File: src/rtl/fp_add_sched.sv
// fp_add_sched: round-robin scheduler that time-shares one external FP adder
// among NUM_REQ requesters. One operation is in flight at a time. The winner's
// operands are held on fpa_a/fpa_b for ADD_LAT cycles. The adder output is then
// captured and returned, tagged with the requester id.
//
// Handshake semantics (both sides):
//   A transfer happens on a rising edge where valid && ready are both high.
//   - Request side: req_ready is a combinational function of req_valid, and
//     only the granted requester sees ready. A requester must not depend on
//     req_ready before it raises req_valid.
//   - Response side: once rsp_valid is high, rsp_id and rsp_data hold steady
//     until rsp_ready is seen high on a rising edge.
//
// dbg_state and dbg_rr_ptr expose the internal FSM state and the
// round-robin pointer so that checkers can bind to them.
module fp_add_sched #(
  parameter int NUM_REQ = 4,
  parameter int ADD_LAT = 2,
  parameter int IDW     = $clog2(NUM_REQ)
) (
  input  logic                  clk,
  input  logic                  rst,
  input  logic [NUM_REQ-1:0]    req_valid,
  output logic [NUM_REQ-1:0]    req_ready,
  input  logic [NUM_REQ*32-1:0] req_a,
  input  logic [NUM_REQ*32-1:0] req_b,
  output logic [31:0]           fpa_a,
  output logic [31:0]           fpa_b,
  input  logic [31:0]           fpa_out,
  output logic                  rsp_valid,
  input  logic                  rsp_ready,
  output logic [IDW-1:0]        rsp_id,
  output logic [31:0]           rsp_data,
  output logic                  busy,
  output logic [1:0]            dbg_state,
  output logic [IDW-1:0]        dbg_rr_ptr
);

  // The counter must hold ADD_LAT-1. It is kept at least one bit wide so that ADD_LAT=1 still works.
  localparam int              CW         = (ADD_LAT > 1) ? $clog2(ADD_LAT) : 1;
  localparam logic [CW-1:0]   P_CNT_INIT = CW'(ADD_LAT - 1);
  localparam logic [IDW:0]    P_NR       = (IDW + 1)'(NUM_REQ);
  localparam logic [IDW-1:0]  P_LAST     = IDW'(NUM_REQ - 1);

  typedef enum logic [1:0] {
    S_IDLE = 2'd0,
    S_BUSY = 2'd1,
    S_RESP = 2'd2
  } state_t;

  state_t          r_state;
  state_t          w_state_nxt;
  logic [IDW-1:0]  r_rr_ptr;
  logic [CW-1:0]   r_cnt;
  logic [31:0]     r_fpa_a;
  logic [31:0]     r_fpa_b;
  logic            r_rsp_valid;
  logic [IDW-1:0]  r_rsp_id;
  logic [31:0]     r_rsp_data;

  logic            w_found;
  logic [IDW-1:0]  w_grant;
  logic [IDW:0]    w_idx;
  logic [IDW-1:0]  w_ptr_nxt;
  logic [31:0]     w_sel_a;
  logic [31:0]     w_sel_b;

  // Round-robin search: the first valid requester wins, starting at r_rr_ptr and wrapping modulo NUM_REQ.
  always_comb begin
    w_found = 1'b0;
    w_grant = '0;
    w_idx   = '0;
    for (int k = 0; k < NUM_REQ; k++) begin
      w_idx = {1'b0, r_rr_ptr} + (IDW + 1)'(k);
      if (w_idx >= P_NR) begin
        w_idx = w_idx - P_NR;
      end
      if (!w_found && req_valid[w_idx[IDW-1:0]]) begin
        w_found = 1'b1;
        w_grant = w_idx[IDW-1:0];
      end
    end
  end

  // Select the operands of the winning requester.
  always_comb begin
    w_sel_a = '0;
    w_sel_b = '0;
    for (int k = 0; k < NUM_REQ; k++) begin
      if (w_grant == IDW'(k)) begin
        w_sel_a = req_a[32*k +: 32];
        w_sel_b = req_b[32*k +: 32];
      end
    end
  end

  // The pointer moves to the requester just after the winner, wrapping NUM_REQ-1 -> 0.
  assign w_ptr_nxt = (w_grant == P_LAST) ? '0 : w_grant + 1'b1;

  // State register.
  always_ff @(posedge clk) begin
    if (rst) begin
      r_state <= S_IDLE;
    end else begin
      r_state <= w_state_nxt;
    end
  end

  // Next-state logic: IDLE -> BUSY on accept, BUSY -> RESP when the countdown expires, RESP -> IDLE on handshake.
  always_comb begin
    w_state_nxt = r_state;
    case (r_state)
      S_IDLE:  if (w_found)      w_state_nxt = S_BUSY;
      S_BUSY:  if (r_cnt == '0)  w_state_nxt = S_RESP;
      S_RESP:  if (rsp_ready)    w_state_nxt = S_IDLE;
      default:                   w_state_nxt = S_IDLE;
    endcase
  end

  // FSM outputs: a one-hot grant only while IDLE and out of reset, and busy for any state other than IDLE.
  always_comb begin
    req_ready = '0;
    busy      = (r_state != S_IDLE);
    if ((r_state == S_IDLE) && !rst && w_found) begin
      req_ready = NUM_REQ'(1) << w_grant;
    end
  end

  // Datapath: latch operands on accept, count down the adder latency, capture the sum, and drop the response on handshake.
  always_ff @(posedge clk) begin
    if (rst) begin
      r_rr_ptr    <= '0;
      r_cnt       <= '0;
      r_fpa_a     <= '0;
      r_fpa_b     <= '0;
      r_rsp_valid <= 1'b0;
      r_rsp_id    <= '0;
      r_rsp_data  <= '0;
    end else begin
      case (r_state)
        S_IDLE: begin
          if (w_found) begin
            r_fpa_a  <= w_sel_a;
            r_fpa_b  <= w_sel_b;
            r_rsp_id <= w_grant;
            r_rr_ptr <= w_ptr_nxt;
            r_cnt    <= P_CNT_INIT;
          end
        end
        S_BUSY: begin
          if (r_cnt == '0) begin
            r_rsp_data  <= fpa_out;
            r_rsp_valid <= 1'b1;
          end else begin
            r_cnt <= r_cnt - 1'b1;
          end
        end
        S_RESP: begin
          if (rsp_ready) begin
            r_rsp_valid <= 1'b0;
          end
        end
        default: begin
          r_rsp_valid <= 1'b0;
        end
      endcase
    end
  end

  assign fpa_a      = r_fpa_a;
  assign fpa_b      = r_fpa_b;
  assign rsp_valid  = r_rsp_valid;
  assign rsp_id     = r_rsp_id;
  assign rsp_data   = r_rsp_data;
  assign dbg_state  = r_state;
  assign dbg_rr_ptr = r_rr_ptr;

endmodule

File: config.mk
export PLATFORM = sky130hd
export DESIGN_NAME = fp_add_sched
export DESIGN_NICKNAME = d
export VERILOG_FILES = /design/src/rtl/fp_add_sched.sv
export SDC_FILE = /design/constraint.sdc
export NUM_CORES = 1
export LEC_CHECK = 0
export CAP_MARGIN = 30
export CORE_AREA = 2 2 159 161
export DETAILED_ROUTE_END_ITERATION = 12
export DIE_AREA = 0 0 161 163
export PLACE_DENSITY_LB_ADDON = 0.12
export RECOVER_POWER = 100
export SLEW_MARGIN = 20
export SYNTH_ARGS = -nofsm -noshare
export SYNTH_HDL_FRONTEND = slang
export SYNTH_SLANG_ARGS = --single-unit
File: constraint.sdc
create_clock -name clk -period 4.1 [get_ports clk]
set_input_delay 0.615 -clock clk [delete_from_list [all_inputs] [get_ports clk]]
set_output_delay 0.615 -clock clk [all_outputs]
set_load 0.01 [all_outputs]
### Yosys cells after proc, flatten, opt, wreduce, memory -nomap -nowiden

Cells that the tools add are included.

* register bits: 104
* bits of input ports: 295
* output and inout port bits: 108
* word-level logic and storage cells: 94

* $add $sub $neg: 9
* $lt $le $gt $ge: 8
* eq/ne operators: 8
* shift-type cells: 1
* multiplexer cells: 40
* bitwise gates (word level): 2
* reductions and logical operators: 18

Operator list (number)
* $mux W32: 8
* $mux W2: 12
* $lt A2 B3 Y1 const B: 4
* $mux W1: 12
* $ge A3 B3 Y1 const B: 3
* $bmux W1 S2: 4
* $sub A2 B1 Y2 const B: 4
* $add A2 B2 Y3 const B: 2
* $eq A2 B2 Y1 const B: 3
* $ne A2 B2 Y1 const B: 3
* $pmux W2 S3: 1
* $reduce_and A2 Y1: 3
* $reduce_and A3 Y1: 2
* $logic_and A1 B1 Y1: 5
* $eq A2 B1 Y1 const B: 2
* $logic_not A1 Y1: 4
* $logic_not A2 Y1: 2
* $mux W4: 1
* $reduce_bool A2 Y1: 2
* $shl A1 B2 Y4 const A: 1
* $add A2 B1 Y3 const B: 1
* $ge A2 B3 Y1 const B: 1
* $pmux W1 S3: 1
* $add A2 B1 Y2 const B: 1
* other kinds (3): 4

### Logic depth before layout (Yosys ltp)

* depth after elaboration: 19
* gate-level depth with buffers: 11
* gate-level depth less buffers: 9

### Worst setup path after synthesis

OpenSTA, ideal clock, no wires.

* path kind: input -> output
* from: input port req_valid[2]
* to: output port req_ready[2]
* data arrival time: 2136 ps
* data required time: 3485 ps
* slack: 1349 ps
* stages: 8
* path buffers: 2
* path through: nor2b_1 -> a21boi_0 -> o32ai_1 -> inv_1 -> ha_1 -> clkbuf_1 -> clkbuf_1 -> and2_1

* cells in the longest elaborated chain, start to end: 14
* elaborated cells on any way between the ends: 25
* classes of those cells: shift: 1; mux: 17; reduce/logical: 7

Ends and longest elaborated chain
* start: declaration: RTL line 23 `input logic [NUM_REQ-1:0] req_valid,`
* $bmux W1 S2: RTL line 78 `if (!w_found && req_valid[w_idx[IDW-1:0]]) begin`
* $mux W1 (not written as such): RTL line 78
* $mux W1: RTL line 78
* $logic_not A1 Y1: RTL line 78
* $logic_and A1 B1 Y1: RTL line 78
* $mux W1: RTL line 78
* $logic_not A1 Y1: RTL line 78
* $logic_and A1 B1 Y1: RTL line 78
* $mux W1: RTL line 78
* $logic_not A1 Y1: RTL line 78
* $logic_and A1 B1 Y1: RTL line 78
* $mux W2 (*): RTL line 78
* net w_grant[1]: RTL line 62 `logic [IDW-1:0] w_grant;`
* $shl A1 B2 Y4 (*): RTL line 125 `req_ready = NUM_REQ'(1) << w_grant;`
* $mux W4 (*): RTL line 124 `if ((r_state == S_IDLE) && !rst && w_found) begin`
* end: declaration: RTL line 24 `output logic [NUM_REQ-1:0] req_ready,`

The timed path passes the listed nets; every way through them passes the cells marked *. The select of a mux whose other input is x is not followed.

### Final worst setup path

* from: input port req_valid[2]
* to: register r_fpa_b[17] (netlist: fpa_b[17])

* cells in the longest elaborated chain, start to end: 17
* elaborated cells on any way between the ends: 31
* classes of those cells: eq/ne: 3; mux: 20; reduce/logical: 8

Ends and longest elaborated chain
* $bmux W1 S2: RTL line 78
* $mux W1 (not written as such): RTL line 78
* $mux W1: RTL line 78
* $logic_not A1 Y1: RTL line 78
* $logic_and A1 B1 Y1: RTL line 78
* $mux W1: RTL line 78
* $logic_not A1 Y1: RTL line 78
* $logic_and A1 B1 Y1: RTL line 78
* $mux W1: RTL line 78
* $logic_not A1 Y1: RTL line 78
* $logic_and A1 B1 Y1: RTL line 78
* $mux W2 (*): RTL line 78
* net w_grant[0]: RTL line 62
* $logic_not A2 Y1: RTL line 90 `if (w_grant == IDW'(k)) begin`
* $mux W32 (3 in a row): RTL line 90
* $mux W32 (*): RTL line 90
* end signal: assignment: RTL line 144 `r_fpa_b <= w_sel_b;`
* end: declaration: RTL line 56 `logic [31:0] r_fpa_b;`

Marked as above.
A chain may end at the register's enable or synchronous reset.

==> metrics.md <==
| Metric | Value |
|---|---|
| Status | complete, but fails checks |
| Violated checks | max-capacitance violations, max-slew violations |
| Dpl cell area | ~10000 sq um |
| Instance count on the critical path | 12 |
| Commonest non-fill, non-tap cell in the layout | clkdlybuf4s50_1 |
| Reg-to-reg slack, setup | between 0.9 and 1 ns |
| Critical path origin | req_valid[2] |
| Most frequent cells in the layout | clkdlybuf4s50_1, dlygate4sd3_1, dfxtp_1, a21oi_1, nor2_1 |
| Final hold viol count | 0 |
| Setup crit start kind | input port |
| Starting density of the core | about a quarter |
| Detailed-route via count | just over 7000 |
| Num rows | 58 |
| Worst r2r src | dbg_rr_ptr[0] |
| Layout cells sized above 1 | under 10% |
| Critical path arrival | about 3.8 ns |
| Ys Warns | 0 |
| Gr ovfl total | 0 |
| Max Cap Viol | 1 |
| Final setup margin | 0.444 ns |
| Mapped Area | 5840 sq um |
| CP Capture Type | flop |
| Setup_tns | 0 ns |
| Tmin final | between 3 and 4 ns |
| Synthesized instance count | 782 |
| First-pass DRT Iterations | 5 |
| Post-CTS Setup Repair Bufs | 0 |
| WL/cell | around 18 um |
| Ports | between 400 and 500 |
| Synth-to-Final Area Change | 77.4% |
| CORE AREA | about 25000 sq um |
| Maximum fanout along the worst path | ~100 |
| Clock skew | ~0.0096 ns |
| Fillers | about 2600 |
| Initial antenna violation count | 1 |
| Count of cell types in the netlist | 25 |
| Final slew viol count | between 60 and 70 |
| Post-route ant nets | 0 |
| Hold Path Class | flop to flop |
| Skew-Pair Late Insertion Delay | 0.36 ns |
| Root Driver | clkbuf_16 |
| Syn nets | 1081 |
| Number of global-route vias before repair | 6907 |
| R2r worst-path depth | 11 |
| CTS Sinks | approximately 100 |
| Max transition margin | -4.05% |
| Vias/cell | 4.83 |
| Post-synthesis sequential area ratio | between 30% and 40% |
| Largest delay share family, worst path | buffers and inverters |
| Critical R2R Capture | fpa_b[17] |
| Placer Congestion | around 0.8 |
| Hold buffers post-CTS | 0 |
| DRT iter0 DRCs | 352 |
| First-pass GRT wire length | between 40 and 50 mm |
| Crit path buf inv count | 4 |
| Setup WS pre-CTS | roughly 0.56 ns |
| CP cell instances | dlygate4sd3_1 > nor2b_1 > nor3b_1 > o22ai_1 > buf_4 > inv_1 > ha_4 > clkbuf_4 > nand3b_1 > a221oi_1 > a211oi_1 > nor3_1 |
| CP Data Required Time | around 4.3 ns |
| Cell Pwr Density | 399 nW/um^2 |
| TritonCTS clock tree | built |
| Pin count of the biggest net entering global routing | ~130 |
| Final setup viols | 0 |
| Crit path largest cell delay | 0.75 ns |
| RSZ-0062 raised after global routing | false |
| Final period utilization | 89.2% |
| TritonCTS Buffers | 9 |
| Crit path capture | fpa_b[17] |
| WHS | approximately 0.45 ns |
| DP Wirelength | 19.2 mm |
| Crit Path Class | input port to flop |
| Synth Register Bits | 104 |
| Syn Area/Cell | 7.47 sq um |
| Nets | ~1400 |
| Htree depth | 3 |
| Drt drc | 0 |
| FMAX | about 0.27 GHz |
| I/O Buffers | around 400 |
| Worst-path clk slew | around 0.080 ns |
| Routed WL | around 27 mm |
| Post-Layout Inst Area | 10400 sq um |
| Post-CTS resize count | 0 |
| Die ar. | between 20000 and 30000 sq um |
| Slew @ Worst Pin | around 1.6 ns |
| Clock tree buffer depth | 2 |
| Leak Pwr | around 4 nW |
| Die Y | around 160 um |
| VDD IR max | 0.161 mV |
| Slowest CP cell | clkbuf_4 |
| GRT Total Usage | around 20% |
| Die W | about 160 um |
worst reg2reg max path, delay by kind of cell (launching register included):
family                     cells  cell delay (ns)
AOI/OAI and AO/OA              3             0.59
DFF                            1             0.42
buffers and inverters          3             1.09
adders and majority gates      1             0.17
and+or+nand+nor                4             0.71
metal layers:
metal  vias up  routed length, um  track usage, %
met5         -                  0               0
met4         0                790            7.83
met3        39               2340            6.44
met2       305              13400            35.4
met1      3235              10400            21.3
li1       3481                  -               -
flip-flops by register name, summed over array words and instances (netlist names):
register,flops
fpa_a,32
fpa_b,32
rsp_data,32
dbg_rr_ptr,2
dbg_state,2
rsp_id,2
r_cnt,1
rsp_valid,1
per-stage QoR:
stage / power (mW) / util, % / std cells
after global placement: 3.38 / 40.9 / 1445
after CTS: 4.29 / 42.1 / 1461
final: 4.13 / 42.0 / 1462
after detailed placement: 3.38 / 40.9 / 1445
after global routing: 4.42 / 42.0 / 1462
after floorplan: 2.41 / - / 782
synth_stat cells, drive strengths merged:
| library cell | n | share of area (%) |
|---|---|---|
| a211oi | 65 | 8.4 |
| a21boi | 1 | 0.13 |
| a21oi | 100 | 8.6 |
| a221oi | 64 | 9.6 |
| and2 | 4 | 0.43 |
| buf | 35 | 3.7 |
| clkbuf | 49 | 3.1 |
| dfxtp | 104 | 36 |
| ha | 4 | 0.86 |
| inv | 67 | 4.3 |
| nand2 | 68 | 4.4 |
| nand2b | 2 | 0.21 |
| nand3b | 66 | 8.5 |
| nor2 | 72 | 4.6 |
| nor2b | 6 | 0.64 |
| nor3 | 68 | 5.8 |
| nor3b | 1 | 0.13 |
| nor4 | 1 | 0.36 |
| o21ai | 1 | 0.086 |
| o22ai | 1 | 0.11 |
| o31ai | 2 | 0.26 |
| o32ai | 1 | 0.15 |
power breakdown:
group          switching (mW)  internal (mW)
logic                    1.00          0.968
clock network           0.452          0.430
registers              0.0897           1.19
total                    1.54           2.59
how the worst min path moves through the flow:
stage,from,end,slack [ns],cells after the start
finish,rsp_data[3],rsp_data[3],0.45,2
global route,rsp_data[15],rsp_data[15],0.48,2
CTS,rsp_data[0],rsp_data[0],0.46,2
detailed placement,rsp_data[0],rsp_data[0],0.45,2
global placement,rsp_data[14],rsp_data[14],0.44,2
floorplan,rsp_data[0],rsp_data[0],0.48,2
final cells by class:
| type | count | area, sq um | share of cell area [%] |
|---|---|---|---|
| antenna | 1 | 2.50 | 0.0242 |
| clock buffer | 10 | 229 | 2.21 |
| clock inverter | 6 | 62.6 | 0.604 |
| inverter | 67 | 251 | 2.43 |
| multi-input combinational | 527 | 3140 | 30.4 |
| sequential | 104 | 2080 | 20.1 |
| tap | 330 | 413 | 3.99 |
| timing repair buffer | 417 | 4180 | 40.3 |
cells by family after synthesis:
group                    count (synthesis)  share of synthesized area [%]
buffers and inverters                  151                           11.1
flip-flops                             104                           35.7
adder cells (fa/ha/maj)                  4                          0.857
AO/OA/AOI/OAI                          235                           27.3
AND/OR/NAND/NOR                        288                           25.1
No activity file was read; power rests on OpenSTA's default activity.
